<file path="config.mk">
export PLATFORM = sky130hd
export DESIGN_NAME = slink_nch_tx_sched
export DESIGN_NICKNAME = d
export VERILOG_FILES = /design/src/rtl/slink_nch_tx_sched.sv
export SDC_FILE = /design/constraint.sdc
export NUM_CORES = 1
export LEC_CHECK = 0
export BUFFER_PORTS_ARGS = -buffer_cell sky130_fd_sc_hd__buf_2
export CAP_MARGIN = 10
export CORE_AREA = 4 4 81 90
export DETAILED_ROUTE_END_ITERATION = 7
export DIE_AREA = 0 0 85 94
export HOLD_SLACK_MARGIN = 0.03
export PLACE_DENSITY = 0.89
export SLEW_MARGIN = 20
export SYNTH_ARGS = -nofsm -noshare
export SYNTH_HDL_FRONTEND = slang
export SYNTH_SLANG_ARGS = --single-unit
</file>
<file path="constraint.sdc">
create_clock -name clk_125m -period 5.12 [get_ports clk_125m]
set_input_delay 1.024 -clock clk_125m [delete_from_list [all_inputs] [get_ports clk_125m]]
set_output_delay 1.024 -clock clk_125m [all_outputs]
set_load 0.005 [all_outputs]
</file>
<file path="src/rtl/slink_nch_tx_sched.sv">
// slink_nch_tx_sched: merges whole packets from CH_NUM show-ahead source FIFOs
// onto one SLINK_TX word port using packet-atomic round-robin arbitration.
// It polices framing and packet length, and keeps sticky per-channel error flags.
// Latency: a word popped in cycle t appears registered on tx_* in cycle t+1.
// Backpressure: pops in SEND only while tx_rdreq=1. FLUSH drains regardless of tx_rdreq.
// Ports:
//   clk_125m, rst_125m    clock, synchronous active-high reset
//   ch_en/ch_empty/ch_data  per-channel enable, empty flag, head word {sop,eop,payload}
//   ch_rdreq              one-hot-or-zero pop strobe to the granted source
//   tx_rdreq              downstream accepts a word this cycle
//   len_limit, err_clr    max words per packet (0 = off), clear all ch_err bits
//   tx_data/tx_dval/tx_chid/tx_eop  forwarded word, valid, source channel, end pulse
//   ch_err                sticky per-channel framing/length error flags
module slink_nch_tx_sched #(
  parameter int CH_NUM = 4,
  parameter int DW     = 16,
  parameter int LEN_W  = 16,
  parameter int CID_W  = 2
) (
  input  logic                       clk_125m,
  input  logic                       rst_125m,
  input  logic [CH_NUM-1:0]          ch_en,
  input  logic [CH_NUM-1:0]          ch_empty,
  input  logic [CH_NUM*(DW+2)-1:0]   ch_data,
  output logic [CH_NUM-1:0]          ch_rdreq,
  input  logic                       tx_rdreq,
  input  logic [LEN_W-1:0]           len_limit,
  input  logic                       err_clr,
  output logic [DW+1:0]              tx_data,
  output logic                       tx_dval,
  output logic [CID_W-1:0]           tx_chid,
  output logic                       tx_eop,
  output logic [CH_NUM-1:0]          ch_err
);
  localparam int WW = DW + 2;

  localparam logic [1:0] ST_IDLE  = 2'd0;
  localparam logic [1:0] ST_SEND  = 2'd1;
  localparam logic [1:0] ST_FLUSH = 2'd2;

  logic [1:0]        state_q, state_d;
  logic [CID_W-1:0]  grant_q, grant_d;
  logic [CID_W-1:0]  last_grant_q, last_grant_d;
  logic [LEN_W-1:0]  cnt_q, cnt_d;
  logic [WW-1:0]     tx_data_q, tx_data_d;
  logic              tx_dval_q, tx_dval_d;
  logic [CID_W-1:0]  tx_chid_q, tx_chid_d;
  logic              tx_eop_q, tx_eop_d;
  logic [CH_NUM-1:0] ch_err_q, ch_err_d;

  // Head word and empty flag of the granted channel.
  logic [WW-1:0]     head_w;
  logic              head_empty;
  logic [CH_NUM-1:0] grant_oh;

  always_comb begin
    head_w     = '0;
    head_empty = 1'b1;
    grant_oh   = '0;
    for (int c = 0; c < CH_NUM; c++) begin
      if (grant_q == CID_W'(c)) begin
        head_w      = ch_data[c*WW +: WW];
        head_empty  = ch_empty[c];
        grant_oh[c] = 1'b1;
      end
    end
  end

  // Cyclic search starting after last_grant. Scanning k downwards and letting
  // later hits overwrite earlier ones leaves the nearest eligible channel.
  logic [CH_NUM-1:0] eligible;
  logic              arb_found;
  logic [CID_W-1:0]  arb_ch;

  always_comb begin
    eligible  = ch_en & ~ch_empty;
    arb_found = 1'b0;
    arb_ch    = '0;
    for (int k = CH_NUM; k >= 1; k--) begin
      for (int c = 0; c < CH_NUM; c++) begin
        if (eligible[c] && (c == (int'(last_grant_q) + k) % CH_NUM)) begin
          arb_found = 1'b1;
          arb_ch    = CID_W'(c);
        end
      end
    end
  end

  // The pop is combinational from registered state. It is forced low during reset.
  logic pop;

  always_comb begin
    pop = 1'b0;
    if (!rst_125m && !head_empty) begin
      if (state_q == ST_SEND)       pop = tx_rdreq;
      else if (state_q == ST_FLUSH) pop = 1'b1;
    end
    ch_rdreq = pop ? grant_oh : '0;
  end

  logic              w_sop, w_eop;
  logic [LEN_W:0]    cnt_inc;
  logic [CH_NUM-1:0] err_set;

  always_comb begin
    state_d      = state_q;
    grant_d      = grant_q;
    last_grant_d = last_grant_q;
    cnt_d        = cnt_q;
    tx_data_d    = tx_data_q;
    tx_dval_d    = 1'b0;
    tx_chid_d    = tx_chid_q;
    tx_eop_d     = 1'b0;
    err_set      = '0;
    w_sop        = head_w[WW-1];
    w_eop        = head_w[WW-2];
    // One bit wider, so a saturated counter can never alias onto len_limit.
    cnt_inc      = {1'b0, cnt_q} + 1'b1;

    case (state_q)
      ST_IDLE: begin
        if (arb_found) begin
          grant_d = arb_ch;
          cnt_d   = '0;
          state_d = ST_SEND;
        end
      end
      ST_SEND: begin
        if (pop) begin
          if (cnt_q == '0 && !w_sop) begin
            // A stray word before a start of packet is dropped. cnt is untouched.
            err_set = grant_oh;
          end else begin
            tx_data_d = head_w;
            tx_dval_d = 1'b1;
            tx_chid_d = grant_q;
            if (cnt_q != {LEN_W{1'b1}}) cnt_d = cnt_q + 1'b1;
            if (w_eop) begin
              tx_eop_d     = 1'b1;
              last_grant_d = grant_q;
              state_d      = ST_IDLE;
            end else if (len_limit != '0 && cnt_inc == {1'b0, len_limit}) begin
              // Truncate: close the packet downstream, then drain the rest of it.
              tx_data_d[WW-2] = 1'b1;
              tx_eop_d        = 1'b1;
              err_set         = grant_oh;
              last_grant_d    = grant_q;
              state_d         = ST_FLUSH;
            end
          end
        end
      end
      ST_FLUSH: begin
        if (pop && w_eop) state_d = ST_IDLE;
      end
      default: state_d = ST_IDLE;
    endcase

    // A new error beats a simultaneous clear.
    ch_err_d = (err_clr ? '0 : ch_err_q) | err_set;
  end

  always_ff @(posedge clk_125m) begin
    if (rst_125m) begin
      state_q      <= ST_IDLE;
      grant_q      <= '0;
      last_grant_q <= CID_W'(CH_NUM - 1);
      cnt_q        <= '0;
      tx_data_q    <= '0;
      tx_dval_q    <= 1'b0;
      tx_chid_q    <= '0;
      tx_eop_q     <= 1'b0;
      ch_err_q     <= '0;
    end else begin
      state_q      <= state_d;
      grant_q      <= grant_d;
      last_grant_q <= last_grant_d;
      cnt_q        <= cnt_d;
      tx_data_q    <= tx_data_d;
      tx_dval_q    <= tx_dval_d;
      tx_chid_q    <= tx_chid_d;
      tx_eop_q     <= tx_eop_d;
      ch_err_q     <= ch_err_d;
    end
  end

  assign tx_data = tx_data_q;
  assign tx_dval = tx_dval_q;
  assign tx_chid = tx_chid_q;
  assign tx_eop  = tx_eop_q;
  assign ch_err  = ch_err_q;

endmodule

</file>
Yosys cells after proc, flatten, opt, wreduce, memory -nomap -nowiden
Index checks and enable logic that the tools add are counted. Widths: inputs -> output; s select.

Bits in registers: 48. Input bits: 100. Output and inout port bits: 30. Logic and storage cells: 164.

Add/subtract/negate cells: 6. Eq/ne operators: 25. Multiplexer cells: 70. Bitwise operators: 10. Reductions and logical operators: 44.

Operators by type and width (number): $logic_not 32->1 (4); $mux 18 (4); $mux 16 (4); $mux 2 (22); $pmux 16 s2 (1); $mux 1 (31); $mux 4 (7); $eq 3x3->1 const A (8); $logic_and 1x1->1 (20); $add 16x1->17 const B (1); $eq 17x16->1 (1); $add 16x1->16 const B (1); $logic_not 16->1 (1); $ne 16x16->1 const B (1); $reduce_bool 16->1 (1); $eq 2x3->1 const A (4); $reduce_and 5->1 (2); $reduce_or 2->1 (4); $eq 2x2->1 const B (3); $ne 2x2->1 const B (3); $pmux 2 s3 (1); $add 2x1->2 const B (2); $add 2x2->2 const B (2); $and 1x1->1 const A (4); other kinds (15) (23).

Logic depth before layout (Yosys ltp)
Depth after elaboration: 23. Mapped depth: 11. Gate-level depth less buffers: 9.

Worst setup path before layout
OpenSTA, ideal clock, no wires.

Path kind: input to output. From: input ch_empty[3]. To: output ch_rdreq[1]. Arrival time: 2.009 ns. Required time: 4.096 ns. Setup slack: 2.087 ns. Cell stages on the path: 3. Buffers on the path: 0. Cell sequence: mux4_2 a211o_1 and2b_1.

Word-level cells in the longest chain between the ends: 5.

RTL lines: from (decl) (RTL line 23) `input logic [CH_NUM-1:0] ch_empty,`; $mux 1 (RTL line 61) `if (grant_q == CID_W'(c)) begin`; $logic_not 1->1 (RTL line 94) `if (!rst_125m && !head_empty) begin`; $logic_and 1x1->1 (RTL line 94); $mux 1 (RTL line 94); $mux 4 (RTL line 98) `ch_rdreq = pop ? grant_oh : '0;`; to (decl) (RTL line 25) `output logic [CH_NUM-1:0] ch_rdreq,`.

Every way passes these cells.

Final worst setup path
From: input ch_empty[3]. To: register last_grant_q[1].

Word-level cells in the longest chain between the ends: 5.

RTL lines: $mux 1 (RTL line 61); $logic_not 1->1 (RTL line 94); $logic_and 1x1->1 (RTL line 94); $mux 1 (RTL line 94); $reduce_and 4->1 (no source line); to (signal assigned) (RTL line 167) `last_grant_q <= CID_W'(CH_NUM - 1);`; to (signal assigned) (RTL line 177) `last_grant_q <= last_grant_d;`; to (decl) (RTL line 43) `logic [CID_W-1:0] last_grant_q, last_grant_d;`.

Every way passes these cells. A chain may end at the register's enable or synchronous reset.

==> run summary <==
===============================================================================================
Outcome                                                                               completed
Number of clock buffers inserted by TritonCTS                                                 5
GP Congestion                                                                             0.910
Cell row count                                                                               31
Number of setup buffers added after CTS                                                       0
Setup violation total in the final timing report                                              0
Worst path required time                                                                5360 ps
Worst hold path type                                                               flop to flop
Total global routing track utilization                                                    0.248
Cells after Synth                                                                           398
Height of the die                                                                         94 um
Number of antenna violations at the first check in global routing                             0
Core area                                                                             6480 um^2
Number of warnings issued by yosys                                                            0
Pwr dens                                                                            205 nW/um^2
Post-Synthesis Cell Area                                                              3290 um^2
Maximum clock path buffer count                                                               2
Inserted Diodes                                                                               0
Worst Setup Start Kind                                                               input port
Critical Path Fanout Max                                                                     23
Fmax achieved                                                                         0.291 GHz
Max-cap violations                                                                            0
Slew headroom                                                                             0.344
Total cell area at the placement stage                                                3930 um^2
Mean post-synth cell area                                                             8.26 um^2
Minimum setup slack in the final design                                                 1680 ps
Leading cell types by count after synthesis                                        sky130_fd_sc_hd__nand2_1, sky130_fd_sc_hd__dfxtp_1, sky130_fd_sc_hd__a21oi_1
First-iteration detailed-routing DRC count                                                  246
Cell taking the most area after synthesis                                          sky130_fd_sc_hd__dfxtp_1
Post-route ant nets                                                                           0
Worst path cell trace                                                              buf_2 > mux4_2 > a211o_1 > o21bai_4 > or2_2 > inv_1 > o21a_1 > mux2i_1
Cell family contributing the most delay on the critical path                       compound AO/OA/AOI/OAI gates
Top-count cell post-synth                                                          sky130_fd_sc_hd__nand2_1
Actual transition at the worst max-transition pin                                        971 ps
Instance count along the most critical hold path                                              2
Post-synthesis cell type count                                                               56
Number of buffer and inverter instances along the worst setup path                            2
TritonCTS Sinks                                                                              48
Post-cts sizing count                                                                         0
Sum of negative setup slack                                                                0 ps
Starting Density                                                                          0.508
Pre-CTS worst setup slack                                                               1390 ps
Depth of the critical timing path with buffers and inverters included                         8
Wire length of the first global-routing pass                                            16.2 mm
Detail-routed via count per cell                                                           6.10
Largest net degree at the start of global routing                                            46
Routed WL per cell                                                                      17.2 um
Total number of H-tree levels                                                                 2
Crit end category                                                                          flop
CP max-delay cell                                                                  sky130_fd_sc_hd__inv_1
Overall overflow remaining after global route                                                 0
Synthesized net count                                                                       500
Hold buffers post-CTS                                                                         0
Setup clock skew after layout                                                           6.42 ps
CTS tree                                                                                    yes
Number of remaining DRC errors                                                                0
Setup Crit Path Kind                                                               input port to flop
Synth-to-layout area growth                                                               22.5%
Clock input transition at the sequential cells of the worst setup and hold paths          90 ps
RSZ-0062 raised after global routing                                                      false
Final net count                                                                             610
Dominant cells by area after synthesis                                             sky130_fd_sc_hd__dfxtp_1, sky130_fd_sc_hd__mux4_2, sky130_fd_sc_hd__a21oi_1, sky130_fd_sc_hd__nand2_1, sky130_fd_sc_hd__nor2_1
#FFs+latches synth                                                                           48
Post-route cell area                                                                  4030 um^2
Share of flip-flops with an asynchronous set or reset                                         0
Arrival time of the worst setup path                                                    3680 ps
Shortest period the worst path allows                                                   3440 ps
Prevailing post-synth register cell                                                sky130_fd_sc_hd__dfxtp_1
Clk_lat worst skew                                                                       310 ps
Root buffer cell                                                                   sky130_fd_sc_hd__clkbuf_8
Leakage power                                                                           1.62 nW
DRT Pass-1 Iters                                                                              5
Total Routed Length                                                                     10.2 mm
CP peak stage delay                                                                      550 ps
I/O pin count                                                                               130
Number of I/O port buffers                                                                  129
Via count                                                                                 3,608
Share of the synthesized area in the top cell type                                        0.292
Final count of pins violating max slew                                                        0
VDD IR-drop max                                                                        0.160 mV
EDFF count, synth                                                                             0
Width of the die                                                                          85 um
Depth of the most critical reg-to-reg path                                                    8
DIE AREA                                                                              7990 um^2
Final hold vios                                                                               0
Half-perimeter wire length after placement                                              7.82 mm
Period utilization                                                                        0.672
Sequential area share after synthesis                                                     0.292
Fraction of layout instances using a drive strength above 1                               0.330
Vias in the first global route                                                            3,527
===============================================================================================
==> metrics by stage <==
step	utilization	std cells	power (W)	hold WS (ps)
3_5_place_dp	0.607	583	0.000592	443
6_report	0.622	591	0.000824	462
3_3_place_gp	0.607	583	0.000586	441
5_1_grt	0.622	591	0.000866	490
2_1_floorplan	-	398	0.000522	451
4_1_cts	0.622	591	0.000828	466
==> kinds of logic (layout without fill, tap and decap cells) <==
kind of cell,count (synthesis),in the layout,share of synthesized area
AND/OR/NAND/NOR,165,165,0.257
AO/OA/AOI/OAI,100,100,0.199
flip-flops,48,48,0.292
buffers and inverters,39,150,0.0491
multiplexers,23,23,0.139
XOR/XNOR,21,21,0.0559
adder cells (fa/ha/maj),2,2,0.00761
==> cell type report <==
class / instances / area (um^2)
fill: 564 / 2450
multi-input combinational: 311 / 2170
sequential: 48 / 961
timing repair buffer: 131 / 661
tap: 82 / 103
clock buffer: 6 / 82.6
inverter: 11 / 41.3
clock inverter: 2 / 13.8
==> path summary, 6_finish.rpt <==
check | from | endpoint | slack (ps)
setup reg to reg | grant_q[1]$_SDFFE_PP0P_ | last_grant_q[1]$_SDFFE_PP1P_ | 1780
setup / recovery | ch_empty[3] | last_grant_q[1]$_SDFFE_PP1P_ | 1680
hold reg to reg | tx_chid[1]$_SDFFE_PP0P_ | tx_chid[1]$_SDFFE_PP0P_ | 460
hold / removal | tx_chid[1]$_SDFFE_PP0P_ | tx_chid[1]$_SDFFE_PP0P_ | 460
==> state kept, by name, summed over array words and instances, names as in the netlist <==
signal / flops
ch_err: 4
tx_dval: 1
grant_q: 2
state_q: 2
tx_eop: 1
last_grant_q: 2
cnt_q: 16
tx_data: 18
tx_chid: 2
==> per-layer routing <==
metal	share of wire	routed length (um)	track usage	vias to the layer above
met1	0.37	3800	0.277	1667
met3	0.085	862	0.0544	37
met4	0.036	363	0.117	0
met2	0.51	5140	0.446	214
met5	0	0	0	-
li1	-	-	-	1690
==> layout by cell type (no fill, tap or decap), types with 5 or more instances in the layout <==
cell type and count:
sky130_fd_sc_hd__mux4_2 18, sky130_fd_sc_hd__nor2b_1 6, sky130_fd_sc_hd__nor3_1 5, sky130_fd_sc_hd__nand3_1 7
sky130_fd_sc_hd__nand4_1 13, sky130_fd_sc_hd__nand2b_1 5, sky130_fd_sc_hd__nand3b_1 5, sky130_fd_sc_hd__clkbuf_8 6
sky130_fd_sc_hd__o21ai_0 20, sky130_fd_sc_hd__inv_1 11, sky130_fd_sc_hd__nor4_1 13, sky130_fd_sc_hd__dfxtp_1 48
sky130_fd_sc_hd__xor2_1 10, sky130_fd_sc_hd__buf_2 129, sky130_fd_sc_hd__xnor2_1 11, sky130_fd_sc_hd__nor2_1 30
sky130_fd_sc_hd__a21oi_1 45, sky130_fd_sc_hd__nand2_1 54
==> worst min-delay path, delay by kind of cell (launching register included) <==
family          cells  cell delay [ps]
compound gates      1               50
flops               1              320
simple gates        1               50
==> power breakdown <==
group	total, W	internal, W	switching [W]	leakage (nW)
Clock	0.000240	0.000111	0.000129	0.0516
Sequential	0.000384	0.000378	0.00000559	0.387
Combinational	0.000200	0.0000971	0.000103	1.18
Power figures use the tool's default switching activity.
